$ cat src/rtl/ex_div.sv
// Iterative radix-2 restoring divider for the EX stage: DIV/DIVU -> {remainder, quotient}.
// Optional build macro DIV_EARLY_OUT_EN: finish immediately when |dividend| < |divisor|.
module ex_div #(
  parameter int DATA_W = 32,
  parameter int CNT_W  = 6
) (
  input  logic                  clk,
  input  logic                  rst,
  input  logic                  start_i,
  input  logic                  signed_div_i,
  input  logic [DATA_W-1:0]     opdata1_i,
  input  logic [DATA_W-1:0]     opdata2_i,
  input  logic                  annul_i,
  output logic [2*DATA_W-1:0]   result_o,
  output logic                  ready_o,
  output logic                  busy_o
);

  typedef enum logic [1:0] {S_IDLE, S_BYZERO, S_ON, S_END} state_t;

  state_t                state_q, state_d;
  logic [CNT_W-1:0]      cnt_q, cnt_d;
  logic [2*DATA_W-1:0]   work_q, work_d;
  logic [DATA_W-1:0]     divisor_q, divisor_d;
  logic                  neg_quo_q, neg_quo_d;
  logic                  neg_rem_q, neg_rem_d;
  logic [2*DATA_W-1:0]   result_d;
  logic                  ready_d, busy_d;

  logic [DATA_W-1:0]     abs1, abs2, quo, rem;
  logic [DATA_W:0]       diff;
  logic [2*DATA_W-1:0]   work_step;

  assign abs1 = (signed_div_i && opdata1_i[DATA_W-1]) ? -opdata1_i : opdata1_i;
  assign abs2 = (signed_div_i && opdata2_i[DATA_W-1]) ? -opdata2_i : opdata2_i;

  // Partial remainder with the next dividend bit appended, against the divisor.
  assign diff      = work_q[2*DATA_W-1:DATA_W-1] - {1'b0, divisor_q};
  assign work_step = diff[DATA_W] ? {work_q[2*DATA_W-2:0], 1'b0}
                                  : {diff[DATA_W-1:0], work_q[DATA_W-2:0], 1'b1};
  assign quo = neg_quo_q ? -work_step[DATA_W-1:0] : work_step[DATA_W-1:0];
  assign rem = neg_rem_q ? -work_step[2*DATA_W-1:DATA_W] : work_step[2*DATA_W-1:DATA_W];

  always_comb begin
    // NOTE: every signal gets a default first so no path leaves one unassigned (no latches).
    state_d   = state_q;
    cnt_d     = cnt_q;
    work_d    = work_q;
    divisor_d = divisor_q;
    neg_quo_d = neg_quo_q;
    neg_rem_d = neg_rem_q;
    result_d  = result_o;
    ready_d   = 1'b0;

    case (state_q)
      S_IDLE: begin
        if (start_i && !annul_i) begin
          if (opdata2_i == '0) begin
            state_d = S_BYZERO;
          end
`ifdef DIV_EARLY_OUT_EN
          else if (abs1 < abs2) begin
            state_d  = S_END;
            result_d = {opdata1_i, {DATA_W{1'b0}}};
          end
`endif
          else begin
            state_d   = S_ON;
            work_d    = {{DATA_W{1'b0}}, abs1};
            divisor_d = abs2;
            neg_quo_d = signed_div_i && (opdata1_i[DATA_W-1] ^ opdata2_i[DATA_W-1]);
            neg_rem_d = signed_div_i && opdata1_i[DATA_W-1];
            cnt_d     = '0;
          end
        end
      end
      S_BYZERO: begin
        if (annul_i) begin
          state_d = S_IDLE;
        end else begin
          result_d = '0;
          state_d  = S_END;
        end
      end
      S_ON: begin
        if (annul_i) begin
          state_d = S_IDLE;
        end else begin
          work_d = work_step;
          cnt_d  = cnt_q + 1'b1;
          if (cnt_q == CNT_W'(DATA_W - 1)) begin
            result_d = {rem, quo};
            state_d  = S_END;
          end
        end
      end
      S_END: begin
        if (annul_i) begin
          state_d = S_IDLE;
        end else if (start_i) begin
          ready_d = 1'b1;
        end else begin
          state_d = S_IDLE;
        end
      end
      default: state_d = S_IDLE;
    endcase

    busy_d = (state_d == S_ON) || (state_d == S_BYZERO);
  end

  // NOTE: the datapath registers are reset too, so a divide never starts from X state.
  always_ff @(posedge clk or negedge rst) begin
    if (!rst) begin
      state_q   <= S_IDLE;
      cnt_q     <= '0;
      work_q    <= '0;
      divisor_q <= '0;
      neg_quo_q <= 1'b0;
      neg_rem_q <= 1'b0;
      result_o  <= '0;
      ready_o   <= 1'b0;
      busy_o    <= 1'b0;
    end else begin
      // NOTE: non-blocking so every register samples pre-edge values.
      state_q   <= state_d;
      cnt_q     <= cnt_d;
      work_q    <= work_d;
      divisor_q <= divisor_d;
      neg_quo_q <= neg_quo_d;
      neg_rem_q <= neg_rem_d;
      result_o  <= result_d;
      ready_o   <= ready_d;
      busy_o    <= busy_d;
    end
  end

endmodule
$ cat config.mk
export PLATFORM = sky130hd
export DESIGN_NAME = ex_div
export DESIGN_NICKNAME = d
export VERILOG_FILES = /design/src/rtl/ex_div.sv
export SDC_FILE = /design/constraint.sdc
export NUM_CORES = 1
export LEC_CHECK = 0
export CORE_UTILIZATION = 40
export DETAILED_ROUTE_END_ITERATION = 8
export DONT_BUFFER_PORTS = 1
export GPL_TIMING_DRIVEN = 0
export SLEW_MARGIN = 5
export SYNTH_ARGS = -nofsm -noshare
export SYNTH_HDL_FRONTEND = slang
export SYNTH_SLANG_ARGS = --single-unit
$ cat constraint.sdc
create_clock -name clk -period 12.3 [get_ports clk]
set_clock_uncertainty 0.2 [all_clocks]
set_input_delay 0.615 -clock clk [delete_from_list [all_inputs] [get_ports clk]]
set_output_delay 0.615 -clock clk [all_outputs]
set_load 0.02 [all_outputs]
* Yosys cells after proc, flatten, opt, wreduce, memory -nomap -nowiden
Index checks and enable logic that the tools add are counted.
** Operators by class
- Add/sub/neg operators :: 6
- Equality and inequality tests :: 11
- Muxes and demuxes :: 28
- Bitwise logic cells :: 2
- Reduce and logical (&&, ||, !) cells :: 13
** Operators by type and width (number)
- $mux W64 :: 7
- $pmux W64 S2 :: 2
- $mux W32 :: 4
- $neg A32 Y32 :: 4
- $sub A33 B32 Y33 :: 1
- $logic_not A32 Y1 :: 1
- $mux W6 :: 3
- $mux W2 :: 7
- $pmux W6 S2 :: 1
- $ne A2 B2 Y1 const B :: 5
- $pmux W2 S4 :: 1
- $reduce_and A4 Y1 :: 2
- $add A6 B1 Y6 const B :: 1
- $eq A2 B2 Y1 const B :: 3
- $eq A6 B5 Y1 const B :: 1
- $eq A2 B1 Y1 const B :: 2
- $logic_and A1 B1 Y1 :: 4
- $reduce_bool A2 Y1 :: 2
- $mux W1 :: 3
- $reduce_and A3 Y1 :: 1
- $logic_not A2 Y1 :: 1
- $logic_not A1 Y1 :: 1
- $logic_or A1 B1 Y1 :: 1
- $not A1 Y1 :: 1
- $xor A1 B1 Y1 :: 1
** Word-level totals
- Register bits :: 172
- Input bits :: 69
- Output and inout bits :: 66
- Logic and storage cells :: 69

* Logic depth before layout (Yosys ltp)
Gate-level depths: netlist of run 1.
- Depth after elaboration :: 7
- Gate-level depth with buffers :: 22
- Mapped depth without buffers :: 20

* Worst setup path after synthesis of run 1
OpenSTA, ideal clock, no wires.
- Kind :: reg2reg
- From :: reg work_q[48]
- To :: reg result_o[26]
- Arrival :: 4356 ps
- Setup slack :: 7612 ps
- Cell stages (with the launch flop) :: 20
- Buffers on the path :: 4
- Path through :: dfrtp_1 ha_1 buf_2 a21oi_1 o21ai_1 a21o_1 a2111oi_2 o2bb2ai_1 o21a_1 inv_2 buf_2 buf_2 buf_1 ha_1 nand2b_1 or4_4 or3_4 o31ai_4 xor2_1 o21ai_1
** Between the ends
- Cells in the longest elaborated chain, start to end :: 7
** RTL lines
- start, declared :: line 23 : logic [2*DATA_W-1:0] work_q, work_d;
- start signal, assigned :: line 128 : work_q <= work_d;
- $sub A33 B32 Y33 :: line 38 : assign diff = work_q[2*DATA_W-1:DATA_W-1] - {1'b0, divisor_q};
- $mux W64 :: line 39 : assign work_step = diff[DATA_W] ? {work_q[2*DATA_W-2:0], 1'b0}
- $neg A32 Y32 :: line 41 : assign quo = neg_quo_q ? -work_step[DATA_W-1:0] : work_step[DATA_W-1:0];
- $mux W32 :: line 41
- $mux W64 :: line 91 : if (cnt_q == CNT_W'(DATA_W - 1)) begin
- $mux W64 :: line 86 : if (annul_i) begin
- $pmux W64 S2 :: line 55 : case (state_q)
- end signal, assigned :: line 132 : result_o <= result_d;
- end, declared :: line 14 : output logic [2*DATA_W-1:0] result_o,
Every way passes these cells. The select of a mux whose other input is x is not followed.
A chain may end at the register's enable or synchronous reset.

* Worst setup path after layout of run 1
- From :: reg work_q[31]
- To :: reg result_o[60]
** Between the ends
- Cells in the longest elaborated chain, start to end :: 7
** RTL lines
- $sub A33 B32 Y33 :: line 38
- $mux W64 (*) :: line 39
- $neg A32 Y32 :: line 42 : assign rem = neg_rem_q ? -work_step[2*DATA_W-1:DATA_W] : work_step[2*DATA_W-1:DATA_W];
- $mux W32 (*) :: line 42
- $mux W64 (*) :: line 91
- $mux W64 (*) :: line 86
- $pmux W64 S2 (*) :: line 55
Mark *: on every way between the ends. The rest lies on a longest branch, timed or not. The select of a mux whose other input is x is not followed.

==> results.yml, run 1 <==
synthesis:
  syn_area_um2: 12300
  syn_inst: 1551
  ys_seq_area_share_pct: 34.9
  ys_seq_elements: 172
  avgSynthCellArea_um2: 7.94
  ys.warnings.count: 0
  synthArstFlopShare_pct: 100
  synthFlopType: "dfrtp_1"
  synth_nets: 1658
  synth_edf_count: 0
  synth_cell_types: 83
routing:
  drc: 0
  route.antenna.remaining_nets: 0
  vias: 11500
  wl_per_cell_um: 20.0
  first_pass_iters: 5
  first_iter_violations: 874
  wl_mm: 39.4
  routed_via_density: 5.82
floorplanning:
  fp.dieH_um: 177
  die-area_um2: 31500
  row_count: 63
  initial_utilization_pct: 41.1
  coreArea_um2: 30000
  design.portCount: 135
  die_w_um: 177
global_route:
  grt_pass1_vias: 11100
  grt_pass1_wl_mm: 61.7
  grt_start_max_net_pins: 173
  antenna_found_initial: 0
  grt_usage_pct: 25.5
  overflow: 0
placement:
  io_buffers: 0
  dp_cells: 1941
  dp_slack_ns: 6.23
  dp_hpwl_mm: 30.3
  place_congestion: 0.928
layout:
  finalNonFillerCells: 1975
  fin_util_pct: 44.7
  antennaDiodeCount: 0
  drive_gt1_share_pct: 5.30
  multi_input_area_um2: 7420
  regArea_um2: 4300
  finalNetCount: 1679
  fillerInstances: 3097
  syn2layout_area_growth_pct: 8.63
pwr:
  vdd_drop_max_v: 0.000107
  pwr-share-seq_pct: 39.1
  p_comb_share_pct: 31.0
  power_switching_w: 0.000652
  p_per_area_nw_per_um2: 129
  cellLeakagePower_nw: 5.58
  internal_power_w: 0.00108
  swShare_pct: 37.7
  p_clk_share_pct: 29.9
timing:
  setup_tns_ns: 0
  slew_viol_final: 0
  fmax_ghz: 0.159
  timing.final.crit_share_pct: 51.0
  worst_slew_pin_slew_ns: 1.14
  slew_headroom_pct: 23.4
  holdWs_ns: 0.104
  setup_viol: 0
  final-hold-violation-count: 0
  rsz0062_at_grt: "no"
  fin_ws_ns: 6.02
  min_period_ns: 6.28
clock_tree:
  root_buffer: "clkbuf_16"
  cts_buffers: 17
  cts_tree: "done"
  clk_latency_ns: 0.45
  ctsHoldBuffers: 1
  cts_resized: 0
  clk_path_buf_depth: 2
  cts.clk_slew.worst_paths_ns: 0.07
  cts_setup_buffers: 0
  clock_sinks: 172
  cts_max_level: 4
outcome:
  status: "finished clean"
setup_path:
  critPathKind: "flip-flop to flip-flop"
  required_ns: 12.41
  crit_arrival_ns: 6.38
  end_kind: "flip-flop"
  cp-start-kind: "flip-flop"
  path_max_fanout: 10
flow_run:
  maxCapViolCount: 0
hold_path:
  min_path_type: "input port to flip-flop"
cells by family after synthesis:
| kind of cell | synth area share [%] |
|---|---|
| XOR/XNOR | 9.81 |
| AND/OR/NAND/NOR | 21.1 |
| adder cells (fa/ha/maj) | 3.92 |
| AO/OA/AOI/OAI | 23.9 |
| flip-flops | 34.9 |
| multiplexers | 1.56 |
| buffers and inverters | 4.76 |
power groups by stage:
stage                     clock (W)  combinational [W]  sequential (W)
after floorplan                   0           0.000388        0.000670
after global placement            0           0.000509        0.000684
after detailed placement          0           0.000515        0.000686
after CTS                  0.000524           0.000531        0.000675
after global routing       0.000549           0.000596        0.000683
final                      0.000517           0.000535        0.000676
path summary, 6_finish.rpt:
path,startpoint,end,slack (ns),cells after the start
worst max-delay path,work_q[31]$_DFFE_PN0P_,result_o[60]$_DFFE_PN0P_,6.02,22
worst min-delay path,signed_div_i,neg_quo_q$_DFFE_PN0P_,0.10,2
worst max register to register,work_q[31]$_DFFE_PN0P_,result_o[60]$_DFFE_PN0P_,6.02,22
worst min register to register,divisor_q[0]$_DFFE_PN0P_,divisor_q[0]$_DFFE_PN0P_,0.31,2
max in group asynchronous,rst,result_o[55]$_DFFE_PN0P_,10.41,2
min in group asynchronous,rst,divisor_q[27]$_DFFE_PN0P_,0.55,2
cell usage after synthesis, types with 9 or more instances:
cell type  count  area [um^2]
and2_1        10         62.6
o31ai_1       26          195
mux2i_1       17          170
clkbuf_1      63          236
ha_1          37          463
a211oi_1       9         67.6
o21ai_0      185          926
nand4_1       11         68.8
nor2b_1       11         68.8
xnor2_1       61          534
o41ai_1        9         78.8
a21oi_1      120          601
nand2_1      224          841
nor2_1       115          432
nand2b_1      18          113
nor4_1        13         81.3
a21o_1        11         82.6
or4_1         10         75.1
dfrtp_1      172         4300
nor3_1        34          170
xor2_1        77          674
and3_1        10         62.6
o21ai_1       37          185
a31oi_1       10         62.6
inv_1         55          206
or3_1         21          131
buf_2         16         80.1
nand3_1       45          225
layer usage:
| layer | GRT usage [%] | part of all wire (%) | wire (um) | vias to the layer above |
|---|---|---|---|---|
| met5 | 0 | 0 | 0 | - |
| met4 | 7.66 | 2.2 | 848 | 0 |
| met3 | 4.80 | 5.6 | 2210 | 46 |
| met2 | 42.1 | 48 | 18800 | 327 |
| met1 | 33.7 | 45 | 17600 | 5587 |
| li1 | - | - | - | 5532 |
critical path, stage by stage (launching register included):
cell and delay (ns):
dfrtp_1 0.46, inv_1 0.13, ha_1 0.19, inv_1 0.08, fa_1 0.41, nand3_1 0.15, a211oi_2 0.10, o211ai_1 0.43
a21boi_1 0.20, o2bb2ai_1 0.18, o21a_1 0.29, inv_2 0.26, buf_2 0.35, buf_1 0.48, nor2_1 0.08, a21oi_1 0.32
ha_1 0.43, o2111ai_1 0.25, nor4_2 0.28, nor2_1 0.17, o41ai_2 0.41, xnor2_1 0.18, o21ai_1 0.08
registers in the layout, indices dropped and copies added (netlist names):
name / flops
busy_o: 1
cnt_q: 6
divisor_q: 32
neg_quo_q: 1
neg_rem_q: 1
ready_o: 1
result_o: 64
state_q: 2
work_q: 64
metrics by stage:
stage | area, um^2 | total power, W
global placement | 12800 | 0.00119
finish | 13400 | 0.00173
floorplan | 12300 | 0.00106
CTS | 13400 | 0.00173
global route | 13400 | 0.00183
detailed placement | 12800 | 0.00120
layout by cell type (no fill, tap or decap), types with 9 or more instances in the layout:
master     instances
nand2_1          224
o21ai_0          185
dfrtp_1          172
a21oi_1          120
nor2_1           115
xor2_1            77
clkbuf_1          68
xnor2_1           61
inv_1             55
nand3_1           45
o21ai_1           37
ha_1              37
nor3_1            34
o31ai_1           26
or3_1             21
nand2b_1          18
mux2i_1           17
clkbuf_16         17
buf_2             16
nor4_1            13
nor2b_1           11
nand4_1           11
a21o_1            11
and3_1            10
or4_1             10
and2_1            10
a31oi_1           10
a211oi_1           9
o41ai_1            9
layout make-up:
type                    count  area share, %
multi-input cells        1233           55.5
well taps                 390           3.65
flip-flops and latches    172           32.2
plain buffers              90           2.82
inverters                  56           1.57
clock buffers              23           3.42
clock inverters             9          0.589
repair buffers              2          0.281
Power figures use the tool's default switching activity.
==> inputs of run 2 (changes only) <==
==> constraint.sdc (replaced) <==
create_clock -name clk -period 6.3 [get_ports clk]
set_clock_uncertainty 0.2 [all_clocks]
set_input_delay 0.315 -clock clk [delete_from_list [all_inputs] [get_ports clk]]
set_output_delay 0.315 -clock clk [all_outputs]
set_load 0.02 [all_outputs]
==> results.yml, run 2 (synthesized netlist as in run 1, its figures left out) <==
placement:
  dp_hpwl_mm: 30.3
  place_congestion: 0.928
  placedInstanceArea_um2: 12800
  io_buffers: 0
setup_path:
  slowest_stage: "dfrtp_1"
  required_ns: 6.40
  path_cells: "inv_1 > ha_1 > inv_1 > fa_1 > nand3_1 > a211oi_2 > o211ai_1 > a21boi_1 > o2bb2ai_1 > o21a_1 > inv_2 > clkbuf_4 > clkbuf_2 > nor2_1 > a21oi_1 > ha_2 > o2111ai_1 > nor4_2 > nor2_1 > o41ai_2 > xnor2_1 > o21ai_1"
  max_stage_delay_ns: 0.46
  critPathKind: "flip-flop to flip-flop"
  r2r-start: "work_q[31]$_DFFE_PN0P_"
  cp_num_buf_inv: 5
  path_max_fanout: 10
  end_kind: "flip-flop"
  critical_path.startpoint: "work_q[31]$_DFFE_PN0P_"
  path_delay_family: "compound AO/OA/AOI/OAI gates"
  crit_arrival_ns: 6.03
  cp-start-kind: "flip-flop"
flow_run:
  maxCapViolCount: 0
global_route:
  grt_use_met2_pct: 43.2
  use_met3_pct: 4.91
  grt_pass1_wl_mm: 62.8
  grt_util_met1_pct: 34.2
  grt_start_max_net_pins: 173
  overflow: 0
  top_usage_layer: "met2"
  grt_pass1_vias: 11400
  grt_usage_pct: 26.0
  antenna_found_initial: 0
timing:
  worst_slew_pin_slew_ns: 1.03
  min_period_ns: 5.93
  slew_headroom_pct: 30.4
  rsz0062_at_grt: "no"
  final-hold-violation-count: 0
  timing.final.crit_share_pct: 94.1
  setup_viol: 0
  slew_viol_final: 0
  setup_tns_ns: 0
  fmax_ghz: 0.169
layout:
  finalNetCount: 1719
  stdcell_area_um2: 13800
  final_common_cell: "nand2_1"
  largestRegisters: "result_o x64, work_q x64, divisor_q x32"
  drive_gt1_share_pct: 5.29
  fillerInstances: 3064
  syn2layout_area_growth_pct: 12.0
  antennaDiodeCount: 0
  final_cell_mix: "nand2_1 (224), o21ai_0 (185), dfrtp_1 (172), a21oi_1 (120), nor2_1 (115)"
pwr:
  p_per_area_nw_per_um2: 247
  cellLeakagePower_nw: 5.75
  vdd_drop_max_v: 0.000205
clock_tree:
  cts.clk_slew.worst_paths_ns: 0.07
  cts_tree: "done"
  clk_latency_ns: 0.44
  clk_path_buf_depth: 2
  cts_max_level: 4
  root_buffer: "clkbuf_16"
  cts_buffers: 17
  clock_sinks: 172
floorplanning:
  initial_utilization_pct: 41.1
  design.portCount: 135
  row_count: 63
  coreArea_um2: 30000
  die_w_um: 177
  fp.dieH_um: 177
  die-area_um2: 31500
outcome:
  status: "finished clean"
hold_path:
  min_path_type: "input port to flip-flop"
  hp-start: "opdata1_i[21]"
routing:
  route.antenna.remaining_nets: 0
  vias: 11700
  wl_mm: 40.0
  first_iter_violations: 930
  first_pass_iters: 5
  drc: 0
  routed_via_density: 5.79
  wl_per_cell_um: 19.9
==> run 2: layout make-up <==
type | instances | area [um^2] | area share (%)
multi-input combinational | 1233 | 7430 | 53.9
sequential | 172 | 4300 | 31.2
tap | 390 | 488 | 3.54
clock buffer | 23 | 458 | 3.32
timing repair buffer | 43 | 448 | 3.25
buffer | 89 | 377 | 2.73
inverter | 56 | 210 | 1.52
clock inverter | 9 | 78.8 | 0.572
==> run 2: worst paths after layout <==
path | end | slack, ns | cells past startpoint
min in group asynchronous | divisor_q[28]$_DFFE_PN0P_ | 0.26 | 2
setup / recovery | result_o[60]$_DFFE_PN0P_ | 0.37 | 22
hold reg to reg | cnt_q[1]$_DFFE_PN0P_ | 0.31 | 2
hold / removal | work_q[21]$_DFFE_PN0P_ | 0.005 | 4
setup reg to reg | result_o[60]$_DFFE_PN0P_ | 0.37 | 22
max in group asynchronous | result_o[57]$_DFFE_PN0P_ | 4.75 | 2
==> run 2: tightest hold or removal path, stage by stage <==
cell and delay, ns:
xnor2_1 0.05, nor2_1 0.08, a21oi_1 0.04, o21ai_0 0.13
==> run 2: metal layers <==
layer | share of wire [%] | wire length, um | vias up
met5 | 0 | 0 | -
met4 | 2.1 | 841 | 0
met3 | 5.3 | 2120 | 45
met2 | 48 | 19200 | 326
met1 | 45 | 17800 | 5692
li1 | - | - | 5607
==> run 2: power breakdown <==
part	total [W]	switching, W	internal (W)
combinational	0.00107	0.000683	0.000388
sequential	0.00132	0.000114	0.00121
clock	0.00101	0.000484	0.000524
total	0.00340	0.00128	0.00212
==> run 2: per-stage QoR <==
step                      power [W]  cells  util [%]  setup slack, ns  hold slack, ns
after floorplan             0.00207   1551         -             1.61          -0.181
after global placement      0.00233   1941      42.7            0.275          -0.176
after detailed placement    0.00234   1941      42.7            0.226          -0.174
after CTS                   0.00340   2016      46.0            0.177        0.000819
after global routing        0.00360   2015      46.0           0.0324          0.0195
final                       0.00340   2015      46.0            0.370         0.00533
==> run 2: repair_timing <==
action / CTS / global route
hold endpoints to repair: 215 / 0
hold buffers: 43 / 0
setup endpoints to repair: 0 / 9
buffers inserted: 0 / 0
gates resized for setup: 0 / 3
